File: src/rtl/risc_pkg.sv
// Shared constants, ALU opcodes and register update helper
// for the 8-bit accumulator datapath.
package risc_pkg;

   localparam int DATA_W = 8;

   localparam logic [2:0] SEL_NONE = 3'd0;
   localparam logic [2:0] SEL_AR   = 3'd1;
   localparam logic [2:0] SEL_PC   = 3'd2;
   localparam logic [2:0] SEL_DR   = 3'd3;
   localparam logic [2:0] SEL_AC   = 3'd4;
   localparam logic [2:0] SEL_IR   = 3'd5;
   localparam logic [2:0] SEL_TR   = 3'd6;
   localparam logic [2:0] SEL_MEM  = 3'd7;

   typedef enum logic [2:0] {
      ALU_AND     = 3'b000,
      ALU_ADD     = 3'b001,
      ALU_SUB     = 3'b010,
      ALU_OR      = 3'b011,
      ALU_XOR     = 3'b100,
      ALU_PASS_AC = 3'b101,
      ALU_NOT_AC  = 3'b110,
      ALU_PASS_DR = 3'b111
   } alu_mode_t;

   // Clear beats load beats increment; increment wraps mod 256.
   function automatic logic [DATA_W-1:0] reg_next(
      input logic [DATA_W-1:0] q,
      input logic [DATA_W-1:0] d,
      input logic              clr,
      input logic              ld,
      input logic              inc
   );
      logic [DATA_W-1:0] n;
      if (clr)      n = '0;
      else if (ld)  n = d;
      else if (inc) n = q + {{(DATA_W-1){1'b0}}, 1'b1};
      else          n = q;
      return n;
   endfunction

endpackage

File: src/rtl/risc_alu.sv
// Combinational ALU over AC and DR.
// Carry output exists only with RISC_DATAPATH_FLAGS_EN.
module risc_alu
   import risc_pkg::*;
(
   input  logic [2:0]        alu_mode,
   input  logic [DATA_W-1:0] a,
   input  logic [DATA_W-1:0] b,
`ifdef RISC_DATAPATH_FLAGS_EN
   output logic              carry,
`endif
   output logic [DATA_W-1:0] result
);

   alu_mode_t op;
   assign op = alu_mode_t'(alu_mode);

`ifdef RISC_DATAPATH_FLAGS_EN
   logic [DATA_W:0] wide;

   always_comb begin
      wide   = '0;
      carry  = 1'b0;
      result = '0;
      unique case (op)
         ALU_AND:     result = a & b;
         ALU_ADD: begin
            wide   = {1'b0, a} + {1'b0, b};
            result = wide[DATA_W-1:0];
            carry  = wide[DATA_W];
         end
         // Carry after subtract reads as "no borrow".
         ALU_SUB: begin
            wide   = {1'b0, a} - {1'b0, b};
            result = wide[DATA_W-1:0];
            carry  = ~wide[DATA_W];
         end
         ALU_OR:      result = a | b;
         ALU_XOR:     result = a ^ b;
         ALU_PASS_AC: result = a;
         ALU_NOT_AC:  result = ~a;
         ALU_PASS_DR: result = b;
         default:     result = '0;
      endcase
   end
`else
   always_comb begin
      result = '0;
      unique case (op)
         ALU_AND:     result = a & b;
         ALU_ADD:     result = a + b;
         ALU_SUB:     result = a - b;
         ALU_OR:      result = a | b;
         ALU_XOR:     result = a ^ b;
         ALU_PASS_AC: result = a;
         ALU_NOT_AC:  result = ~a;
         ALU_PASS_DR: result = b;
         default:     result = '0;
      endcase
   end
`endif

endmodule

File: src/rtl/risc_datapath.sv
// Common-bus accumulator datapath: registers, bus mux, ALU result reg.
// Define RISC_DATAPATH_FLAGS_EN to add the carry/zero flag outputs.
module risc_datapath
   import risc_pkg::*;
(
   input  logic              clock,
   input  logic              reset,
   input  logic              load_AR,
   input  logic              load_PC,
   input  logic              load_DR,
   input  logic              load_AC,
   input  logic              load_IR,
   input  logic              load_TR,
   input  logic              clear_AR,
   input  logic              clear_PC,
   input  logic              clear_DR,
   input  logic              clear_AC,
   input  logic              clear_TR,
   input  logic              inc_AR,
   input  logic              inc_PC,
   input  logic              inc_DR,
   input  logic              inc_AC,
   input  logic              inc_TR,
   input  logic              memory_read,
   input  logic              memory_write,
   input  logic [2:0]        bus_selectors,
   input  logic              alu_enable,
   input  logic [2:0]        alu_mode,
   input  logic [DATA_W-1:0] mem_rdata,
   output logic [DATA_W-1:0] mem_addr,
   output logic [DATA_W-1:0] mem_wdata,
   output logic              mem_we,
   output logic [DATA_W-1:0] IR,
   output logic [DATA_W-1:0] AC,
   output logic [DATA_W-1:0] PC,
   output logic [DATA_W-1:0] AR,
`ifdef RISC_DATAPATH_FLAGS_EN
   output logic              flag_c,
   output logic              flag_z,
`endif
   output logic [DATA_W-1:0] bus
);

   logic [DATA_W-1:0] DR;
   logic [DATA_W-1:0] TR;
   logic [DATA_W-1:0] R;
   logic [DATA_W-1:0] alu_result;

   always_comb begin
      bus = '0;
      unique case (bus_selectors)
         SEL_NONE: bus = '0;
         SEL_AR:   bus = AR;
         SEL_PC:   bus = PC;
         SEL_DR:   bus = DR;
         SEL_AC:   bus = AC;
         SEL_IR:   bus = IR;
         SEL_TR:   bus = TR;
         SEL_MEM:  bus = memory_read ? mem_rdata : '0;
         default:  bus = '0;
      endcase
   end

   assign mem_addr  = AR;
   assign mem_wdata = bus;
   assign mem_we    = memory_write & ~reset;

`ifdef RISC_DATAPATH_FLAGS_EN
   logic alu_carry;

   risc_alu u_alu (
      .alu_mode (alu_mode),
      .a        (AC),
      .b        (DR),
      .carry    (alu_carry),
      .result   (alu_result)
   );

   always_ff @(posedge clock or posedge reset) begin
      if (reset) begin
         flag_c <= 1'b0;
         flag_z <= 1'b0;
      end else if (alu_enable) begin
         flag_c <= alu_carry;
         flag_z <= (alu_result == '0);
      end
   end
`else
   risc_alu u_alu (
      .alu_mode (alu_mode),
      .a        (AC),
      .b        (DR),
      .result   (alu_result)
   );
`endif

   // AC takes R, never the bus; R gives one cycle of ALU latency.
   always_ff @(posedge clock or posedge reset) begin
      if (reset) begin
         AR <= '0;
         PC <= '0;
         DR <= '0;
         AC <= '0;
         IR <= '0;
         TR <= '0;
         R  <= '0;
      end else begin
         AR <= reg_next(AR, bus, clear_AR, load_AR, inc_AR);
         PC <= reg_next(PC, bus, clear_PC, load_PC, inc_PC);
         DR <= reg_next(DR, bus, clear_DR, load_DR, inc_DR);
         AC <= reg_next(AC, R,   clear_AC, load_AC, inc_AC);
         TR <= reg_next(TR, bus, clear_TR, load_TR, inc_TR);
         if (load_IR)    IR <= bus;
         if (alu_enable) R  <= alu_result;
      end
   end

endmodule

File: config.mk
export PLATFORM = sky130hd
export DESIGN_NAME = risc_datapath
export DESIGN_NICKNAME = d
export VERILOG_FILES = /design/src/rtl/risc_pkg.sv /design/src/rtl/risc_alu.sv /design/src/rtl/risc_datapath.sv
export SDC_FILE = /design/constraint.sdc
export NUM_CORES = 1
export LEC_CHECK = 0
export ABC_CLOCK_PERIOD_IN_PS = 5700
export BUFFER_PORTS_ARGS = -buffer_cell sky130_fd_sc_hd__buf_2
export CORE_ASPECT_RATIO = 0.9
export CORE_MARGIN = 3
export CORE_UTILIZATION = 55
export DETAILED_ROUTE_END_ITERATION = 7
export HOLD_SLACK_MARGIN = 0.05
export PLACE_DENSITY = 0.82
export SYNTH_ARGS = -nofsm -noshare
export SYNTH_HDL_FRONTEND = slang
export SYNTH_HIERARCHICAL = 1
export SYNTH_SLANG_ARGS = --single-unit
File: constraint.sdc
create_clock -name clock -period 5.7 [get_ports clock]
set_input_delay 0.855 -clock clock [delete_from_list [all_inputs] [get_ports clock]]
set_output_delay 0.855 -clock clock [all_outputs]
set_load 0.01 [all_outputs]
==> metrics.cfg, run 1 <==
[floorplanning]
dieWidth_um=105
io_pins=92
start_util_pct=58.2
num_rows=31
core_area_mm2=0.00830
dieArea_mm2=0.00994
die_h_um=94.9

[synth]
syn-num-nets=616
ys_ff_latch=56
syn_area_per_cell_um2=8.76
ys_seq_area_share_pct=29.0
synth_area_mm2=0.00483
synth_warnings=6
ys.flop_type=dfrtp_1
syn_inst=551
synth_edf_count=0
synthTopCellsByArea=dfrtp_1, ha_1, a21oi_1
async_reset_ff_share_pct=100
synthDistinctLibCells=73
synth_top_area_share_pct=29.0
synth_largest_area_cell=dfrtp_1

[power]
p_clk_share_pct=24.5
switchingPower_uw=463
comb_power_share_pct=35.2
switching_share_pct=36.4
seqPwrFrac_pct=40.3
power.density_mw_per_mm2=240
p_int_uw=809
peakVddDrop_mv=0.196
total_leakage_power_uw=0.00243

[layout]
final_cell_mix=buf_2, dfrtp_1, a21oi_1
multiInputGateArea_mm2=0.00301
regArea_mm2=0.00140
nNetsFinal=672
layout-drive-gt1-share_pct=22.9
post-route-util_pct=63.9
nFillCells=721
diodes=0
final_common_cell=buf_2
layoutNonFillerInstCount=722
area_delta_synth_final_pct=9.77

[sta]
final_hold_viol_count=0
slew_headroom_pct=48.9
finalCritPeriodShare_pct=62.2
layout_min_cycle_time_ns=3.55
max_freq_ghz=0.282
drv_slew=0
setup_tns_ns=0
worst_pin_slew_ns=0.766
setup_viol=0
fin_worst_skew_ns=0.0109
rsz0062_at_grt=no

[hold_path]
worstHoldPathType=reg -> reg

[setup_path]
max_stage_delay_ns=0.43
path_delay_family=compound AO/OA/AOI/OAI gates
end_kind=output pin
cp_max_fo=23
criticalPathCategory=in -> out
crit_chain=buf_2 > mux2_2 > a221o_1 > a32oi_2 > inv_1 > buf_2
critical_path_arrival_ns=2.69
crit_required_ns=4.85
reg2reg_slack_ns=2.85
critPathMostFrequentCell=buf_2
crit_buf_inv=3
cp_slowest_cell=buf_2
start_kind=input pin

[clock_network]
cts_tree=built
cts_made_buffers=5
postCtsHoldBufs=0
path_clk_slew_ns=0.10
post_cts_resize_count=0
clk_latency_ns=0.32
cts_setup_buffers=0
clock-sinks=56
clk_path_buf_depth=2
htreeDepth=2
cts-root-buf=clkbuf_8

[placed_design]
portBuffers=91
dp_hpwl_mm=9.75
place_inst=715
place.gp.congestion=0.952

[run]
drv_cap=0

[grt]
grt_pass1_vias=4271
track_usage_pct=27.1
antenna_found_initial=0
grt_pass1_wl_mm=21.8
grt_max_degree=57
gr-total-overflow=0

[detailed_routing]
vias=4494
drc=0
wirelength_mm=13.5
drtIter0Drc=439
viasPerCell=6.22
ant_nets=0
first_pass_iters=5
wl_per_cell_um=18.7

[outcome]
status=completed

[worst paths after layout]
kind	cells past startpoint	from	to
worst max-delay path	6	bus_selectors[1]	bus[2]
worst min-delay path	2	R[0]	AC[0]
min in group asynchronous	3	reset	TR[5]
worst min register to register	2	R[0]	AC[0]
max in group asynchronous	3	reset	R[1]
worst max register to register	11	DR[0]	R[6]
[tightest hold or removal path, delay by kind of cell (launching register included)]
kind / cells / cell delay (ns)
compound gates: 1 / 0.06
flops: 1 / 0.35
simple gates: 1 / 0.08
[cells by family after synthesis]
logic type | synth area share, %
AO/OA/AOI/OAI | 22.2
AND/OR/NAND/NOR | 16.8
buffers and inverters | 8.73
flip-flops | 29.0
multiplexers | 9.64
adder cells (fa/ha/maj) | 8.14
XOR/XNOR | 5.44
[synthesized netlist by cell type (all sizes together), types with 2 or more instances]
cell type,n
o31a,2
a31oi,5
dfrtp,56
a21oi,51
nor3,19
buf,34
nand4,16
a22oi,5
nor4b,3
ha,29
and2,2
nor3b,7
nor2,34
nor2b,8
a21o,2
o21ai,39
nand2,29
a211oi,12
o21a,13
xor2,9
o22ai,2
inv,42
or3,3
nand2b,7
o31ai,6
o2bb2ai,2
o221ai,2
mux4,3
nand3b,4
mux2i,19
a221o,6
a2111oi,2
clkbuf,9
nand3,11
xnor2,21
mux2,17
[area by class of cell]
class	count	share of cell area, %
multi-input combinational	410	56.7
sequential	56	26.4
tap	115	2.71
clock inverter	2	1.13
clock buffer	5	1.30
timing repair buffer	92	8.73
inverter	42	2.97
[power by group through the flow]
stage	sequential (uW)	clock, uW	combinational (uW)
global route	520	334	494
detailed placement	519	0	438
floorplan	505	0	323
CTS	511	314	444
global placement	517	0	421
finish	513	311	448
[layer usage]
metal | vias to the layer above | GRT usage, % | routed length [um]
li1 | 2077 | - | -
met1 | 2152 | 38.9 | 5880
met2 | 246 | 42.8 | 6320
met3 | 19 | 3.55 | 1130
met4 | 0 | 8.31 | 167
met5 | - | 0 | 0
[metrics by stage]
stage | power (uW) | setup slack (ns) | hold slack (ns) | area (um2)
floorplan | 829 | 2.69 | 0.480 | 4830
global placement | 938 | 2.19 | 0.491 | 5170
detailed placement | 957 | 2.06 | 0.497 | 5170
CTS | 1270 | 2.16 | 0.522 | 5300
global route | 1350 | 2.05 | 0.543 | 5300
finish | 1270 | 2.15 | 0.518 | 5300
[state kept, by name, indices dropped and copies added, names as in the netlist]
name and cells:
R 8, PC 8, AR 8, DR 8, AC 8, IR 8
TR 8
Power figures use the tool's default switching activity.
==> inputs of run 2 (changes only) <==
--- a/config.mk
+++ b/config.mk
@@ -5,14 +5,14 @@
 export SDC_FILE = /design/constraint.sdc
 export NUM_CORES = 1
 export LEC_CHECK = 0
-export ABC_CLOCK_PERIOD_IN_PS = 5700
+export ABC_CLOCK_PERIOD_IN_PS = 2950
 export BUFFER_PORTS_ARGS = -buffer_cell sky130_fd_sc_hd__buf_2
 export CORE_ASPECT_RATIO = 0.9
 export CORE_MARGIN = 3
-export CORE_UTILIZATION = 55
+export CORE_UTILIZATION = 51
 export DETAILED_ROUTE_END_ITERATION = 7
 export HOLD_SLACK_MARGIN = 0.05
-export PLACE_DENSITY = 0.82
+export PLACE_DENSITY = 0.8
 export SYNTH_ARGS = -nofsm -noshare
 export SYNTH_HDL_FRONTEND = slang
 export SYNTH_HIERARCHICAL = 1
==> constraint.sdc (replaced) <==
create_clock -name clock -period 2.95 [get_ports clock]
set_input_delay 0.4425 -clock clock [delete_from_list [all_inputs] [get_ports clock]]
set_output_delay 0.4425 -clock clock [all_outputs]
set_load 0.01 [all_outputs]
==> run 2 against run 1 <==
Compared with the run above: first-iteration DRC count grew 14%; cell count rose by 3.7%; critical endpoint is now R[2]; worst hold slack worse by 0.34 ns; die area up 7.4%; largest cell class unchanged; cell area up 2.2%.
==> metrics.cfg, run 2 (same netlist as run 1, synthesis figures left out) <==
[placed_design]
placed_cell_area_mm2=0.00532
dp_hpwl_mm=10.3
place.gp.congestion=0.996
place_inst=741
portBuffers=91

[clock_network]
path_clk_slew_ns=0.12
clk_path_buf_depth=2
cts_setup_buffers=0
clk_latency_ns=0.32
htreeDepth=2
post_cts_resize_count=0
cts_tree=built
clock-sinks=56
cts-root-buf=clkbuf_8
cts_made_buffers=5
postCtsHoldBufs=0

[floorplanning]
io_pins=92
num_rows=33
dieArea_mm2=0.0107
core_area_mm2=0.00917
die_h_um=98.3
dieWidth_um=109
start_util_pct=52.7

[setup_path]
crit_required_ns=3.21
r2r_end=R[2]
critical_path_arrival_ns=2.97
criticalPathCategory=reg -> reg
end_kind=flip-flop
cp_max_fo=9
reg2reg_slack_ns=0.24
crit-reg2reg-launch=DR[0]
rr_worst_depth=10
crit_start=DR[0]
start_kind=flip-flop
crit_end=R[2]

[power]
seqPwrFrac_pct=41.5
p_int_uw=1430
total_leakage_power_uw=0.00250
comb_power_share_pct=39.1
p_clk_share_pct=19.5
switchingPower_uw=927
switching_share_pct=39.3
power.density_mw_per_mm2=435
peakVddDrop_mv=0.269

[sta]
setup_viol=0
setup_tns_ns=0
rsz0062_at_grt=no
worst_pin_slew_ns=0.592
final_hold_viol_count=0
fin_worst_skew_ns=0.0148
max_freq_ghz=0.369
drv_slew=0
layout_min_cycle_time_ns=2.71
slew_headroom_pct=60.4
finalCritPeriodShare_pct=91.9

[layout]
layoutNonFillerInstCount=749
final_common_cell=buf_2
layout-drive-gt1-share_pct=25.4
diodes=0
area_delta_synth_final_pct=12.2
final_cell_mix=buf_2, dfrtp_1, a21oi_1
nNetsFinal=691
stdcell_area_mm2=0.00542

[outcome]
status=completed

[detailed_routing]
wl_per_cell_um=18.5
vias=4604
drc=0
viasPerCell=6.15
ant_nets=0
first_pass_iters=6
wirelength_mm=13.9
drtIter0Drc=499

[grt]
track_usage_pct=26.8
grt_pass1_vias=4487
gr-total-overflow=0
antenna_found_initial=0
grt_pass1_wl_mm=22.8
grt_max_degree=32

[hold_path]
worstHoldPathType=in -> async

[run]
drv_cap=0

run 2: cell types whose count changed in the layout (fill, tap and decap cells not counted):
cell,change
inv_8,+1
bufinv_16,-2
clkinvlp_4,+1
clkinv_4,+1
buf_4,+19
run 2: stage by stage:
step | hold slack, ns | setup WS, ns | utilization [%] | total power [uW]
final | 0.182 | 0.238 | 59.1 | 2360
after detailed placement | 0.507 | 0.253 | 58.1 | 1890
after global routing | 0.221 | 0.0659 | 59.1 | 2500
after global placement | 0.492 | 0.304 | 58.1 | 1860
after floorplan | 0.480 | 0.349 | - | 1600
after CTS | 0.207 | 0.250 | 59.1 | 2350
run 2: area by class of cell:
| type | count | area [um2] |
|---|---|---|
| Clock buffer | 5 | 68.8 |
| Clock inverter | 3 | 27.5 |
| Fill cell | 824 | 3750 |
| Inverter | 42 | 158 |
| Multi-Input combinational cell | 410 | 3010 |
| Sequential cell | 56 | 1400 |
| Tap cell | 122 | 153 |
| Timing Repair Buffer | 111 | 606 |
run 2: worst max-delay path: stages (launching register included):
cell and delay, ns:
dfrtp_1 0.53, inv_1 0.12, ha_1 0.30, mux2_2 0.28, fa_1 0.43, xor2_1 0.16, maj3_1 0.37, a2bb2oi_2 0.12
nor2_1 0.05, a31oi_1 0.14, mux2_2 0.16
run 2: layer usage:
metal  vias to the layer above  GRT usage [%]  part of all wire (%)
met2                       212           41.3                    45
li1                       2124              -                     -
met5                         -              0                     0
met4                         0           7.09                   1.6
met3                        25           6.15                   9.5
met1                      2243           37.9                    44
run 2: worst min path at each step:
stage                from     to  slack, ns  depth (start not counted)
finish              reset  DR[2]       0.18                          2
global route        reset  DR[2]       0.22                          2
CTS                 reset  DR[2]       0.21                          2
detailed placement   R[1]   R[1]       0.51                          1
global placement     R[3]   R[3]       0.49                          1
floorplan            R[4]   R[4]       0.48                          1
run 2: power groups by stage:
stage | Clock (uW) | Combinational (uW) | Sequential [uW]
after floorplan | 0 | 625 | 976
after global placement | 0 | 877 | 984
after detailed placement | 0 | 906 | 988
after CTS | 463 | 911 | 973
after global routing | 493 | 1020 | 988
final | 459 | 921 | 978
